### src/rtl/sseg_scan_capture.sv
// sseg_scan_capture
// Receive side of a time-multiplexed 4-digit seven-segment bus. The block
// registers an/sseg, waits for each digit slot to hold still for SETTLE
// cycles, and decodes the segment pattern back to a hex nibble plus dp bit.
// Once every slot has been captured since the last frame, it pulses
// frame_valid.
//
// Ports
//   clk          rising-edge clock
//   reset_n      asynchronous active-low reset
//   an[3:0]      digit enables, active-low, one-hot-low selects slot 0..3
//   sseg[7:0]    segments, active-low: [7]=dp, [6]=a .. [0]=g
//   digits[15:0] captured nibbles, slot k at [4k+3:4k]
//   dps[3:0]     captured dp per slot, 1 = dp lit
//   slot_ok[3:0] last capture of the slot decoded to a legal hex glyph
//   frame_valid  1-cycle pulse, registered in the same edge as the capture
//                that completes the frame
//   err          1-cycle pulse on entry to an illegal an value, or on a
//                capture whose glyph does not decode
//   state_dbg    current FSM state (0=BLANK, 1=SETTLE, 2=HOLD)
//
// There are no valid/ready handshakes: frame_valid and err are
// unconditional single-cycle strobes that the consumer must sample.
module sseg_scan_capture #(
  parameter int SETTLE = 4,
  parameter int CNT_W  = 8
) (
  input  logic        clk,
  input  logic        reset_n,
  input  logic [3:0]  an,
  input  logic [7:0]  sseg,
  output logic [15:0] digits,
  output logic [3:0]  dps,
  output logic [3:0]  slot_ok,
  output logic        frame_valid,
  output logic        err,
  output logic [1:0]  state_dbg
);

  typedef enum logic [1:0] {
    S_BLANK  = 2'd0,
    S_SETTLE = 2'd1,
    S_HOLD   = 2'd2
  } state_t;

  state_t     state, state_n;
  logic [CNT_W-1:0] cnt, cnt_n;
  logic [3:0] an_q, an_p;
  logic [7:0] sseg_q, sseg_p;
  logic [3:0] seen;

  logic       changed;
  logic       an_changed;
  logic       slot_legal;
  logic [1:0] slot;
  logic       an_illegal;
  logic       capture;
  logic       glyph_ok;
  logic [3:0] glyph_nib;
  logic [3:0] seen_upd;

  // Segment pattern (a..g, active-low) to {legal, nibble}.
  function automatic logic [4:0] glyph_decode(input logic [6:0] s);
    case (s)
      7'b0000001: glyph_decode = {1'b1, 4'h0};
      7'b1001111: glyph_decode = {1'b1, 4'h1};
      7'b0010010: glyph_decode = {1'b1, 4'h2};
      7'b0000110: glyph_decode = {1'b1, 4'h3};
      7'b1001100: glyph_decode = {1'b1, 4'h4};
      7'b0100100: glyph_decode = {1'b1, 4'h5};
      7'b0100000: glyph_decode = {1'b1, 4'h6};
      7'b0001111: glyph_decode = {1'b1, 4'h7};
      7'b0000000: glyph_decode = {1'b1, 4'h8};
      7'b0000100: glyph_decode = {1'b1, 4'h9};
      7'b0001000: glyph_decode = {1'b1, 4'hA};
      7'b1100000: glyph_decode = {1'b1, 4'hB};
      7'b0110001: glyph_decode = {1'b1, 4'hC};
      7'b1000010: glyph_decode = {1'b1, 4'hD};
      7'b0110000: glyph_decode = {1'b1, 4'hE};
      7'b0111000: glyph_decode = {1'b1, 4'hF};
      default:    glyph_decode = 5'b0;
    endcase
  endfunction

  // Input stage plus a one-cycle-older copy used for change detection.
  always_ff @(posedge clk or negedge reset_n) begin
    if (!reset_n) begin
      an_q   <= 4'hF;
      sseg_q <= 8'hFF;
      an_p   <= 4'hF;
      sseg_p <= 8'hFF;
    end else begin
      an_q   <= an;
      sseg_q <= sseg;
      an_p   <= an_q;
      sseg_p <= sseg_q;
    end
  end

  always_comb begin
    slot_legal = 1'b1;
    slot       = 2'd0;
    case (an_q)
      4'b1110: slot = 2'd0;
      4'b1101: slot = 2'd1;
      4'b1011: slot = 2'd2;
      4'b0111: slot = 2'd3;
      default: slot_legal = 1'b0;
    endcase
  end

  assign an_illegal = !slot_legal && (an_q != 4'hF);
  assign an_changed = (an_q != an_p);
  assign changed    = an_changed || (sseg_q != sseg_p);
  assign {glyph_ok, glyph_nib} = glyph_decode(sseg_q[6:0]);
  assign state_dbg  = state;

  always_ff @(posedge clk or negedge reset_n) begin
    if (!reset_n) begin
      state <= S_BLANK;
      cnt   <= '0;
    end else begin
      state <= state_n;
      cnt   <= cnt_n;
    end
  end

  // Any change of the registered bus restarts the settle window and
  // re-evaluates the slot, whatever state the FSM is in.
  always_comb begin
    state_n = state;
    cnt_n   = cnt;
    capture = 1'b0;
    case (state)
      S_BLANK: begin
        if (slot_legal) begin
          state_n = S_SETTLE;
          cnt_n   = '0;
        end
      end
      S_SETTLE: begin
        if (changed) begin
          cnt_n   = '0;
          state_n = slot_legal ? S_SETTLE : S_BLANK;
        end else if (cnt == CNT_W'(SETTLE - 1)) begin
          capture = 1'b1;
          state_n = S_HOLD;
        end else begin
          cnt_n = cnt + CNT_W'(1);
        end
      end
      S_HOLD: begin
        if (changed) begin
          cnt_n   = '0;
          state_n = slot_legal ? S_SETTLE : S_BLANK;
        end
      end
      default: begin
        state_n = S_BLANK;
        cnt_n   = '0;
      end
    endcase
  end

  assign seen_upd = seen | (4'b0001 << slot);

  always_ff @(posedge clk or negedge reset_n) begin
    if (!reset_n) begin
      digits      <= '0;
      dps         <= '0;
      slot_ok     <= '0;
      seen        <= '0;
      frame_valid <= 1'b0;
      err         <= 1'b0;
    end else begin
      frame_valid <= 1'b0;
      // Illegal an only flags on the cycle it first appears.
      err         <= (an_illegal && an_changed) || (capture && !glyph_ok);
      if (capture) begin
        dps[slot]     <= ~sseg_q[7];
        slot_ok[slot] <= glyph_ok;
        if (glyph_ok) begin
          digits[{slot, 2'b00} +: 4] <= glyph_nib;
        end
        if (&seen_upd) begin
          frame_valid <= 1'b1;
          seen        <= '0;
        end else begin
          seen <= seen_upd;
        end
      end
    end
  end

endmodule

### config.mk
export PLATFORM = sky130hd
export DESIGN_NAME = sseg_scan_capture
export DESIGN_NICKNAME = d
export VERILOG_FILES = /design/src/rtl/sseg_scan_capture.sv
export SDC_FILE = /design/constraint.sdc
export NUM_CORES = 1
export LEC_CHECK = 0
export ABC_AREA = 1
export BUFFER_PORTS_ARGS = -buffer_cell sky130_fd_sc_hd__buf_2
export CORE_MARGIN = 3
export CORE_UTILIZATION = 40
export DETAILED_ROUTE_END_ITERATION = 10
export PLACE_DENSITY_LB_ADDON = 0.15
export SLEW_MARGIN = 20
export SYNTH_ARGS = -nofsm -noshare
export SYNTH_HDL_FRONTEND = slang
export SYNTH_SLANG_ARGS = --single-unit
### constraint.sdc
create_clock -name clk -period 4.56 [get_ports clk]
set_input_delay 0.912 -clock clk [delete_from_list [all_inputs] [get_ports clk]]
set_output_delay 0.912 -clock clk [all_outputs]
set_load 0.02 [all_outputs]
[After elaboration in Yosys (flattened, before gate mapping)]
Index checks and enable logic that the tools add are counted.
Storage, ports and cells
  bits in registers: 64
  latch bits: 0
  RAM bits: 0
  bits in read-only memories: 0
  input bits: 14
  output and inout bits: 28
  logic and storage cells: 90
  memories kept: 0
Cells by class
  $add $sub $neg: 2
  $mul: 0
  div/mod/pow operators: 0
  $lt $le $gt $ge: 2
  equality and inequality tests: 29
  shifts and indexed selects: 3
  multiplexer cells: 25
  bitwise operators: 2
  reduce and logical (&&, ||, !) cells: 15
Operators by type and width (count)
  one-hot mux 5 bit (16 select lines): 1
  == test 7 x 6 -> 1 bit, second input constant: 5
  2-to-1 mux 8 bit: 4
  == test 7 bit, second input constant: 4
  one-hot mux 8 bit (3 select lines): 1
  bitwise mux 16 bit: 1
  variable shift 4 x 6 -> 16 bit, first input constant: 1
  variable part select 4 x 6 -> 16 bit: 1
  == test 7 x 3 -> 1 bit, second input constant: 2
  == test 7 x 4 -> 1 bit, second input constant: 2
  == test 4 bit, second input constant: 3
  one-hot mux 2 bit (3 select lines): 2
  adder 8 x 1 -> 8 bit, second input constant: 1
  bitwise mux 4 bit: 2
  == test 8 x 2 -> 1 bit, second input constant: 1
  2-to-1 mux 1 bit: 8
  2-to-1 mux 2 bit: 4
  != test 8 bit: 1
  == test 7 x 1 -> 1 bit, second input constant: 1
  == test 7 x 5 -> 1 bit, second input constant: 1
  zero test 7 bit: 1
  != test 3 bit, second input constant: 2
  negator 4 -> 6 bit: 1
  AND reduction 3 bit: 2
  20 further kinds: 26

[Depth between registers and ports, before layout]
  depth after elaboration: 7
  mapped depth: 12
  mapped depth without buffers: 12

[Worst setup path before layout]
Ideal clock, no wire load.
  path type: register to register
  start: reg an_q[3]
  end: reg digits[3]
  library setup time: 0.065 ns
  arrival time: 1.880 ns
  data required time: 4.495 ns
  setup slack: 2.615 ns
  cell stages (with the launch flop): 9
  buffers on the path: 0
  period minus slack after synthesis: 1.945 ns
  cells stage by stage: dfstp_2 -> nor3_1 -> nor2_1 -> ha_1 -> inv_1 -> nand3_1 -> nor2_1 -> nand3_2 -> nand2_1
On the way
  longest elaborated chain between the ends: 5
  elaborated cells on any way between the ends: 13
  those cells by class: add/sub (1); eq/ne (4); shift (2); mux (4); reduce/logical (2)
RTL lines
  start, declared: line 48  | logic [3:0] an_q, an_p;
  start signal, assigned: line 93  | an_q <= an;
  == test 4 x 3 -> 1 bit (tied with other cells): line 103  | case (an_q)
  one-hot mux 2 bit (3 select lines) or logical OR 1 bit (tied branches): line 103, 114
  negator 4 -> 6 bit or 2-to-1 mux 1 bit (tied branches): line 183, 142
  variable part select 4 x 6 -> 16 bit (tied with other cells): line 183  | digits[{slot, 2'b00} +: 4] <= glyph_nib;
  bitwise mux 16 bit or AND reduction 2 bit (tied branches)
  end signal, assigned by index: line 183
  end, declared: line 32  | output logic [15:0] digits,
Parallel ways exist; a longest one is shown, timed or not.
A chain may end at the register's enable or synchronous reset.

[Final worst setup path]
Ends and elaborated chain as after synthesis.

==> results.md <==
* Status: complete, no violations
* Mapped Area at 3230 um^2
* Reg2Reg Setup Slack at 2.26 ns
* Synth area leaders: dfrtp_1 (31%), dfstp_2 (20%), nand2_1 (18%), nor2_1 (5.8%), nand3_1 (5.4%)
* Number of enable flip-flop cells after synthesis at 0
* Clock buffer count from CTS at 9
* Crit path max fanout at 9
* Drt first pass iters at 4
* RSZ-0062 raised after global routing: no
* Placer Congestion at 0.875
* Synth Instances at 410
* Layout cells sized above 1 at 21.6%
* Syn_nets at 432
* Fin. Hold Viols at 0
* Power Density at 342 nW/um^2
* Worst-path cell chain: nor3_1, nor2_1, ha_1, inv_1, nand3_1, nor2_1, nand3_2, nand2_1
* I/O Buffers at 41
* Worst Tran Pin Value at 0.945 ns
* Clk Latency, worst-skew pair at 0.35 ns
* Total power at 1.30 mW
* Fillcell total at 774
* Core ar. at 7770 um^2
* Antenna violation net count after detailed routing at 0
* YS warnings at 0
* Yosys top cell area share at 31.0%
* Setup CP Type: reg -> reg
* CP Launch Type: flop
* CTS tree: done
* Vias in the first global route at 2,508
* Slowest CP cell: dfstp_2
* Post-synth top area cell: dfrtp_1
* Seq. cell area at 1630 um^2
* Crit end category: flop
* Post-synthesis area per instance at 7.88 um^2
* FF-to-FF Start: an_q[3]$_DFF_PN1_
* Hold_buf cts at 0
* Final min period at 2.30 ns
* Antenna violations before repair at 0
* Starting DRC count in detailed routing at 85
* Top FF cell, synth: dfrtp_1
* Static leakage at 2.12 nW
* CP dominant cell by count: nor2_1
* Min-delay src: an_q[2]$_DFF_PN1_
* Final setup fails at 0
* Largest net degree at the start of global routing at 44
* CTS resizes at 0
* First-pass GRT wire length at 11,300 um
* Start point of the critical path: an_q[3]$_DFF_PN1_
* Multi-input logic area at 1410 um^2
* Pins Over Slew Limit at 0
* Netlist cell types at 29
* Most common cell in the synthesized netlist: nand2_1
* Register bit count reported by yosys at 64
* Fin crit share at 50.4%
* DIE AREA at 9190 um^2
* CTS clk-pin slew, worst paths at 0.08 ns
* Ys async rst share at 100%
* Worst-case clock skew at 0.0103 ns
* Reg2reg end: digits[3]$_DFFE_PN0P_
* Hold WC Path Type: reg -> reg
* Hold path cells at 0
* TNS Setup at 0 ns
* CTS max path bufs at 2
* Vias per cell at 4.59
* Fin nets at 484
* Hold path endpoint: an_p[2]$_DFF_PN1_
* GRT overflow at 0
* Root Buffer: clkbuf_8
* Detailed Route WL at 6700 um
* Clock Sinks at 64
* Gr usage total at 16.1%
* Post-synthesis sequential area ratio at 50.5%
* Post-CTS setup buffer count at 0
* Die Y at 95.9 um
* Top Ports at 42
* Reg2reg path depth at 8
* Worst vdd ir at 0.133 mV
* H-Tree Depth at 3
* Die width at 95.9 um
* Crit path DAT at 2.59 ns
* Fmax at 435 MHz
* P&R area growth vs syn at 17.3%
* Slew margin rel. at 37.0%
* Post-DP HPWL at 5000 um
* DR WL/cell at 11.8 um
* Max stage delay on crit path at 0.57 ns
* Synth top cells by count: nand2_1 (152), nor2_1 (50), inv_1 (45), dfrtp_1 (40), nand3_1 (35)
* Routed via count at 2,611
* Antenna diodes at 0
* Drt drc at 0
* Cell Rows at 32
* Maxcap violations at 0
* Initial Util at 41.6%
* Worst path required time at 4.86 ns
[through the flow]
stage | util [%] | hold slack (ns) | area, um^2 | setup WS, ns | instances
6_report | 48.8 | 0.388 | 3790 | 2.26 | 569
5_1_grt | 48.8 | 0.401 | 3790 | 2.06 | 569
4_1_cts | 48.8 | 0.392 | 3790 | 2.27 | 569
3_3_place_gp | 45.8 | 0.382 | 3560 | 2.39 | 553
3_5_place_dp | 45.8 | 0.383 | 3560 | 2.29 | 553
2_1_floorplan | - | 0.374 | 3230 | 2.61 | 410
[cell type report]
type	count	area share [%]
flip-flops and latches	64	43.1
clock buffers	10	3.63
clock inverters	6	2.41
well taps	102	3.37
inverters	48	4.76
repair buffers	42	5.61
multi-input cells	297	37.2
[report_power, final]
part           leakage (nW)  switching [mW]  internal, mW
registers             0.807          0.0147         0.593
clock network         0.117           0.234         0.325
logic                  1.19          0.0944        0.0352
[how the worst max path moves through the flow]
stage / end / slack (ns)
after detailed placement: digits[3]$_DFFE_PN0P_ / 2.29
after CTS: digits[3]$_DFFE_PN0P_ / 2.27
after global placement: digits[3]$_DFFE_PN0P_ / 2.39
final: digits[3]$_DFFE_PN0P_ / 2.26
after global routing: digits[3]$_DFFE_PN0P_ / 2.06
after floorplan: digits[3]$_DFFE_PN0P_ / 2.61
[worst max-delay path: cells and delay by family, from the launching register on]
family / cells / cell delay, ns
buffers and inverters: 1 / 0.21
DFF: 1 / 0.57
and+or+nand+nor: 6 / 1.05
adders and majority gates: 1 / 0.41
[sequential cells by signal, summed over array words and instances (netlist names)]
register     count
an_p             4
slot_ok          4
err              1
state_dbg        2
dps              4
sseg_q           8
an_q             4
cnt              8
digits          16
frame_valid      1
sseg_p           8
seen             4
[cells in the final DEF, fill, tap and decap left out, drive strengths merged]
master | Yosys | routed
o221ai | 1 | 1
o22ai | 1 | 1
inv | 48 | 49
buf | 1 | 42
a21o | 1 | 1
nor2 | 58 | 58
a21boi | 2 | 2
dfrtp | 40 | 40
nand4 | 8 | 8
nand3 | 38 | 38
clkinv | 0 | 3
xor2 | 1 | 1
nand2 | 155 | 155
clkbuf | 0 | 10
o31ai | 1 | 1
a21oi | 4 | 4
dfstp | 24 | 24
o21ai | 9 | 9
xnor2 | 3 | 3
bufinv | 0 | 2
or2 | 2 | 2
nor3 | 5 | 5
ha | 8 | 8
[cells by family (layout without fill, tap and decap cells)]
| logic type | Yosys count | after routing | share of synthesized area [%] |
|---|---|---|---|
| AO/OA/AOI/OAI | 19 | 19 | 3.41 |
| XOR/XNOR | 4 | 4 | 1.08 |
| adder cells (fa/ha/maj) | 8 | 8 | 3.10 |
| buffers and inverters | 49 | 106 | 5.93 |
| flip-flops | 64 | 64 | 50.5 |
| AND/OR/NAND/NOR | 266 | 266 | 36.0 |
[routing by layer]
metal | share of wire, % | vias up | track usage [%]
met2 | 47 | 40 | 25.5
met1 | 48 | 1181 | 20.7
met3 | 3.6 | 7 | 4.85
met5 | 0 | - | 0
li1 | - | 1383 | -
met4 | 1.4 | 0 | 5.81
(Power assumes the default switching activity.)
